==> config.mk <==
export PLATFORM = sky130hd
export DESIGN_NAME = wb_master_bridge
export DESIGN_NICKNAME = d
export VERILOG_FILES = /design/src/rtl/wb_master_bridge.sv
export SDC_FILE = /design/constraint.sdc
export NUM_CORES = 1
export LEC_CHECK = 0
export ABC_AREA = 1
export ABC_CLOCK_PERIOD_IN_PS = 4200
export BUFFER_PORTS_ARGS = -buffer_cell sky130_fd_sc_hd__buf_2
export CORE_MARGIN = 4
export CORE_UTILIZATION = 25
export CTS_BUF_LIST = sky130_fd_sc_hd__clkbuf_2 sky130_fd_sc_hd__clkbuf_4 sky130_fd_sc_hd__clkbuf_8
export DETAILED_ROUTE_END_ITERATION = 16
export PLACE_DENSITY = 0.48
export SLEW_MARGIN = 5
export SYNTH_ARGS = -nofsm -noshare
export SYNTH_HDL_FRONTEND = slang
export SYNTH_SLANG_ARGS = --single-unit
==> constraint.sdc <==
create_clock -name clk_i -period 4.2 [get_ports clk_i]
set_clock_uncertainty 0.15 [all_clocks]
set_input_delay 0.42 -clock clk_i [delete_from_list [all_inputs] [get_ports clk_i]]
set_output_delay 0.42 -clock clk_i [all_outputs]
set_load 0.01 [all_outputs]
==> src/rtl/wb_master_bridge.sv <==
// wb_master_bridge: Wishbone B3 classic-cycle master for one CPU memory port.
// Turns a level-held CPU request into a single bus cycle and stalls the pipeline until ack, timeout or flush.
`default_nettype none

module wb_master_bridge #(
  parameter int TIMEOUT_CYCLES = 1024
) (
  input  logic        clk_i,
  input  logic        rst_i,

  input  logic        cpu_ce_i,
  input  logic        cpu_we_i,
  input  logic [31:0] cpu_addr_i,
  input  logic [3:0]  cpu_sel_i,
  input  logic [31:0] cpu_data_i,
  output logic [31:0] cpu_data_o,

  input  logic        stall_i,
  input  logic        flush_i,
  output logic        stallreq_o,
  output logic        err_o,

  output logic [31:0] wb_addr_o,
  output logic [31:0] wb_data_o,
  input  logic [31:0] wb_data_i,
  output logic [3:0]  wb_sel_o,
  output logic        wb_we_o,
  output logic        wb_stb_o,
  output logic        wb_cyc_o,
  input  logic        wb_ack_i
);

  localparam logic [1:0] IDLE       = 2'd0;
  localparam logic [1:0] BUSY       = 2'd1;
  localparam logic [1:0] WAIT_STALL = 2'd2;

  localparam logic [15:0] CNT_LAST = 16'(TIMEOUT_CYCLES - 1);

  if ((TIMEOUT_CYCLES < 2) || (TIMEOUT_CYCLES > 65535)) begin : g_timeout_range_check
    $error("wb_master_bridge: TIMEOUT_CYCLES out of range 2..65535");
  end

  logic [1:0]  state;
  logic [15:0] cnt;
  logic [31:0] rd_buf;
  logic        bus_active;
  logic        timeout;

  // stb and cyc come from one flop so they can never diverge.
  assign wb_stb_o = bus_active;
  assign wb_cyc_o = bus_active;

  assign timeout = (state == BUSY) && (cnt == CNT_LAST);

  always_ff @(posedge clk_i or posedge rst_i) begin
    if (rst_i) begin
      state      <= IDLE;
      cnt        <= 16'd0;
      rd_buf     <= 32'd0;
      bus_active <= 1'b0;
      wb_addr_o  <= 32'd0;
      wb_data_o  <= 32'd0;
      wb_sel_o   <= 4'd0;
      wb_we_o    <= 1'b0;
      err_o      <= 1'b0;
    end else begin
      err_o <= 1'b0;
      case (state)
        IDLE: begin
          if (cpu_ce_i && !flush_i) begin
            wb_addr_o  <= cpu_addr_i;
            wb_data_o  <= cpu_data_i;
            wb_sel_o   <= cpu_sel_i;
            wb_we_o    <= cpu_we_i;
            bus_active <= 1'b1;
            cnt        <= 16'd0;
            state      <= BUSY;
          end
        end

        BUSY: begin
          if (flush_i) begin
            // Abandon the cycle; any ack arriving now or later is ignored.
            bus_active <= 1'b0;
            wb_addr_o  <= 32'd0;
            wb_data_o  <= 32'd0;
            wb_sel_o   <= 4'd0;
            wb_we_o    <= 1'b0;
            rd_buf     <= 32'd0;
            state      <= IDLE;
          end else if (wb_ack_i) begin
            bus_active <= 1'b0;
            wb_addr_o  <= 32'd0;
            wb_data_o  <= 32'd0;
            wb_sel_o   <= 4'd0;
            wb_we_o    <= 1'b0;
            rd_buf     <= wb_we_o ? 32'd0 : wb_data_i;
            state      <= stall_i ? WAIT_STALL : IDLE;
          end else if (timeout) begin
            bus_active <= 1'b0;
            wb_addr_o  <= 32'd0;
            wb_data_o  <= 32'd0;
            wb_sel_o   <= 4'd0;
            wb_we_o    <= 1'b0;
            rd_buf     <= 32'd0;
            err_o      <= 1'b1;
            state      <= stall_i ? WAIT_STALL : IDLE;
          end else begin
            cnt <= cnt + 16'd1;
          end
        end

        WAIT_STALL: begin
          if (!stall_i || flush_i) begin
            state <= IDLE;
          end
        end

        default: begin
          bus_active <= 1'b0;
          wb_addr_o  <= 32'd0;
          wb_data_o  <= 32'd0;
          wb_sel_o   <= 4'd0;
          wb_we_o    <= 1'b0;
          state      <= IDLE;
        end
      endcase
    end
  end

  always_comb begin
    stallreq_o = 1'b0;
    cpu_data_o = 32'd0;
    case (state)
      IDLE: begin
        stallreq_o = cpu_ce_i && !flush_i;
      end
      BUSY: begin
        stallreq_o = !(wb_ack_i || flush_i || timeout);
        if (wb_ack_i && !wb_we_o) begin
          cpu_data_o = wb_data_i;
        end
      end
      WAIT_STALL: begin
        cpu_data_o = rd_buf;
      end
      default: begin
        stallreq_o = 1'b0;
        cpu_data_o = 32'd0;
      end
    endcase
  end

endmodule

`default_nettype wire
Yosys cells after proc, flatten, opt, wreduce, memory -nomap -nowiden
Index checks and enable logic that the tools add are counted.
Widths: inputs -> output; s select.
Operators by class
  shift operators: 0
  reduce and logical (&&, ||, !) cells: 17
  div/mod/pow operators: 0
  multiplexer cells: 41
  $lt $le $gt $ge: 0
  equal/unequal tests: 9
  $mul: 0
  add/sub/neg operators: 1
  bitwise gates (word level): 1
Operators by type and width (number)
  $mux 32: 9
  $pmux 32 s3: 2
  $mux 16: 4
  $pmux 32 s2: 1
  $pmux 16 s2: 1
  $add 16x1->16 const B: 1
  $eq 16x10->1 const B: 1
  $mux 4: 4
  $mux 2: 6
  $pmux 4 s3: 1
  $ne 2x2->1 const B: 5
  $mux 1: 9
  $pmux 1 s3: 2
  $pmux 2 s3: 1
  $reduce_and 3->1: 2
  $reduce_and 5->1: 1
  $logic_not 1->1: 4
  $ne 4x4->1 const B: 1
  $logic_and 1x1->1: 3
  $logic_or 1x1->1: 3
  $reduce_bool 3->1: 1
  $eq 2x1->1 const B: 1
  $eq 2x2->1 const B: 1
  $logic_not 2->1: 1
  other kinds (4): 4
Storage, ports and cells
  register bits: 121
  bits in read-only memories: 0
  output and inout port bits: 105
  bits in latches: 0
  logic and storage cells: 78
  memories: 0
  bits in writable memories: 0
  input bits: 107

Longest topological paths before layout
  word-level depth: 6
  gate-level depth with buffers: 13
  gate-level depth less buffers: 11

Least setup slack after synthesis
OpenSTA, ideal clock, no wires.
  kind: reg2out
  from: register state[1]
  to: output port cpu_data_o[0]
  data required time: 3.630 ns
  slack: 1.967 ns
  buffers on the path: 2
  arrival: 1.663 ns
  cell stages (with the launch flop): 9
  cell sequence: dfrtp_1 -> inv_1 -> ha_1 -> buf_2 -> inv_1 -> nor3_1 -> buf_2 -> nand2_1 -> a21oi_1
On the way
  longest elaborated chain between the ends: 2
  elaborated cells on any way between the ends: 3
  those cells by class: 2 x eq/ne; 1 x mux
RTL lines
  from (decl): RTL line 43  | logic [1:0] state;
  from (signal assigned): RTL line 98  | state <= stall_i ? WAIT_STALL : IDLE;
  from (signal assigned): RTL line 107  | state <= stall_i ? WAIT_STALL : IDLE;
  $eq 2x2->1 or $eq 2x1->1 (tied branches): RTL line 134  | case (state)
  $pmux 32 s2 (*): RTL line 134
  to (decl): RTL line 16  | output logic [31:0] cpu_data_o,
Every way passes the cells marked *; elsewhere a longest branch is shown, timed or not.

Final worst setup path
  from: register state[1]
  to: output port cpu_data_o[5]
The elaborated chain is that of the path after synthesis.

==> results by group <==
Place
  • Port Buffers: 211
  • Area post-placement: 6890 um^2
  • RD Place Congestion: 0.828
  • Final HPWL DP: 10,900 um
  • Dpl ws: approximately 1.3 ns

Clock network
  • Inserted Clock Buffers: 17
  • CTS sink cnt: between 100 and 150
  • CTS tree: done
  • Worst-path clk slew: about 0.07 ns
  • Buffer count from post-CTS setup fixing: 0
  • Max Root-Sink Buffers: 2
  • CTS Root Cell: clkbuf_8
  • H-tree levels: 4
  • Skew-Pair Late Insertion Delay: 0.43 ns

Floorplan
  • Site row count: 54
  • CORE AREA: between 20,000 and 25,000 um^2
  • Initial cell density of the core: around 25%
  • Die area: 24,700 um^2
  • Die H: 157 um
  • Chip width: around 160 um
  • IO Pins: between 200 and 250

STA
  • Slew @ Worst Pin: 1.12 ns
  • Fin. max-slew vios: 0
  • Final worst slack: 0.927 ns
  • FMAX: 305 MHz
  • RSZ-0062 raised after global routing: false
  • Final period utilization: ~78%
  • Hold slack: -0.0166 ns
  • Min cycle time layout: about 3.3 ns
  • # setup viols final: 0
  • TNS Setup: 0 ns
  • Final Hold Viols: 10
  • Slew headroom: 25.4%

Synthesis
  • Post-synth top flop: dfrtp_1
  • Avg Cell Area, Syn: ~7.7 um^2
  • Top cell type by total area after synthesis: dfrtp_1
  • Simple-gate share of the synthesized area: 29.8%
  • Post-synth EDFFs: 0
  • Multiplexer share of the synthesized area: 0%
  • Yosys Warn Count: 0
  • Post-synth top area share: a little over half
  • Cell area after synthesis: 5570 um^2
  • Async SR Flop Fraction: 100%
  • Top cells by area, synth: dfrtp_1 (54%), nand2_1 (24%), inv_1 (3.6%), o22ai_1 (3.6%), a21oi_1 (3.3%)
  • Post-synthesis compound-gate area fraction: under 10%
  • Register area share after synthesis: approximately 54%
  • Yosys cell types: 24
  • Xor/xnor cell area share of the yosys netlist: 0%
  • Syn_nets: ~830
  • Cell count after synthesis: 720
  • Largest family of logic cells by synthesized area: simple AND/OR/NAND/NOR gates
  • Post-synthesis adder-cell area fraction: less than 1%
  • Yosys reg bits: roughly 120

Critical path
  • CP Buf/Inv Count: 4
  • Crit path from: state[1]
  • CP top delay family: buffers and inverters
  • CP peak stage delay: 0.40 ns
  • CP startpoint kind: flip-flop
  • R2R Path Start: state[1]
  • CP Data Required Time: 3.63 ns
  • Register-to-Register Setup Slack: about 1.4 ns
  • Setup crit end kind: primary output
  • Critical path type: flip-flop to primary output
  • Crit-path cells: inv_1 > ha_1 > inv_1 > nor3_2 > buf_4 > nand2_1 > a21oi_1 > buf_2
  • Crit-path slowest cell: dfrtp_1
  • Most used cell, CP: inv_1
  • WP data arrival: between 2 and 3 ns
  • Worst-path maximum fanout: 32

Routing
  • Met2 WL: slightly below 8000 um
  • Top Layer Used: met4
  • WL final: between 15,000 and 20,000 um
  • DRT met1 WL: around 7500 um
  • Drc violations: 0
  • Drt initial violations: around 280
  • Drt wl/cell: around 13 um
  • ANT nets after route: 0
  • Total vias in the final route: approximately 5,400
  • Met3 WL post-DR: approximately 1300 um
  • Vias per std cell: about 4.2
  • First drt pass iteration count: 4

Layout
  • Commonest non-fill, non-tap cells in the layout: nand2_1 (352), buf_2 (211), dfrtp_1 (121), dlygate4sd3_1 (55), inv_1 (53)
  • Fillers: ~2,300
  • Diodes inserted: 0
  • Final design utilization: between 30 and 40%
  • Area Overhead vs Synth: 41.3%
  • Commonest non-fill, non-tap cell in the layout: nand2_1
  • Ratio of cells with drive above 1 in the final layout: about a quarter
  • Fin area: slightly below 8000 um^2
  • Nets: about 1,100

Outcome
  • Failing checks: negative hold slack
  • Status: finished with violations

Global routing
  • Tot GR Track Use: 13.9%
  • Largest net degree at the start of global routing: 70
  • Vias in the first global route: around 5,600
  • Grt ovf: 0
  • Initial antenna violation count: 0
  • First-pass GRT wire length: roughly 28,000 um

Pwr
  • Leakage Power: between 4 and 5 nW
  • PD cells: between 600 and 700 nW/um^2
  • Worst VDD drop: around 0.00027 V

Worst hold path
  • Worst Hold Class: input pin to asynchronous set/reset pin

Job
  • Maximum capacitance violations: 0
[worst paths after layout]
| kind | end | cells after the start |
|---|---|---|
| min in group clk_i | wb_data_o[27] | 3 |
| max in group asynchronous | wb_addr_o[16] | 3 |
| worst max-delay path | cpu_data_o[5] | 8 |
| worst min register to register | wb_sel_o[2] | 2 |
| worst max register to register | cnt[9] | 9 |
| worst min-delay path | rd_buf[8] | 2 |
[cell type report]
| class | instances | area (um^2) | share of cell area, % |
|---|---|---|---|
| Clock buffer | 17 | 234 | 2.98 |
| Clock inverter | 15 | 191 | 2.43 |
| Inverter | 56 | 213 | 2.70 |
| Multi-Input combinational cell | 506 | 2160 | 27.5 |
| Sequential cell | 121 | 3030 | 38.5 |
| Tap cell | 280 | 350 | 4.46 |
| Timing Repair Buffer | 273 | 1680 | 21.4 |
[power breakdown]
part	leakage [nW]	switching [mW]	internal (mW)
logic	2.39	1.31	0.652
registers	1.60	0.213	1.57
clock network	0.209	0.529	0.600
total	4.20	2.05	2.82
[logic make-up after synthesis]
family / count (synthesis)
adders and majority gates: 4
AOI/OAI and AO/OA: 79
DFF: 121
and+or+nand+nor: 423
buffers and inverters: 93
[sequential cells by signal, indices dropped and copies added (netlist names)]
name and count:
err_o 1, wb_sel_o 4, wb_addr_o 32, wb_data_o 32, wb_we_o 1, rd_buf 32
state 2, wb_cyc_o 1, cnt 16
[metal layers]
| metal | vias to the layer above | GRT usage, % |
|---|---|---|
| met2 | 163 | 22.4 |
| met5 | - | 0 |
| met4 | 0 | 4.38 |
| li1 | 2747 | - |
| met3 | 14 | 4.70 |
| met1 | 2437 | 17.6 |
[stage by stage]
stage                     power, mW  std cells
final                          4.87       1268
after CTS                      4.97       1268
after floorplan                3.06        720
after global placement         3.76       1181
after global routing           5.30       1268
after detailed placement       3.76       1181
[what timing repair did]
item                                    in CTS  in global routing
hold endpoints to repair                    55                  0
hold buffers                                55                  0
resized for setup                            0                  0
endpoints found under the setup margin       0                  0
[synth_stat cells, types with 2 or more instances]
cell type,number
nand2_1,352
dfrtp_1,121
inv_1,54
a21oi_1,37
nor2_1,36
o22ai_1,32
clkbuf_1,20
nand3_1,15
buf_2,13
nor3_1,9
o21ai_0,7
ha_1,4
nand2_2,3
nand4_1,3
buf_6,2
inv_2,2
nand2_4,2
o21bai_1,2
Note: power is estimated with default switching activity, not from simulation.
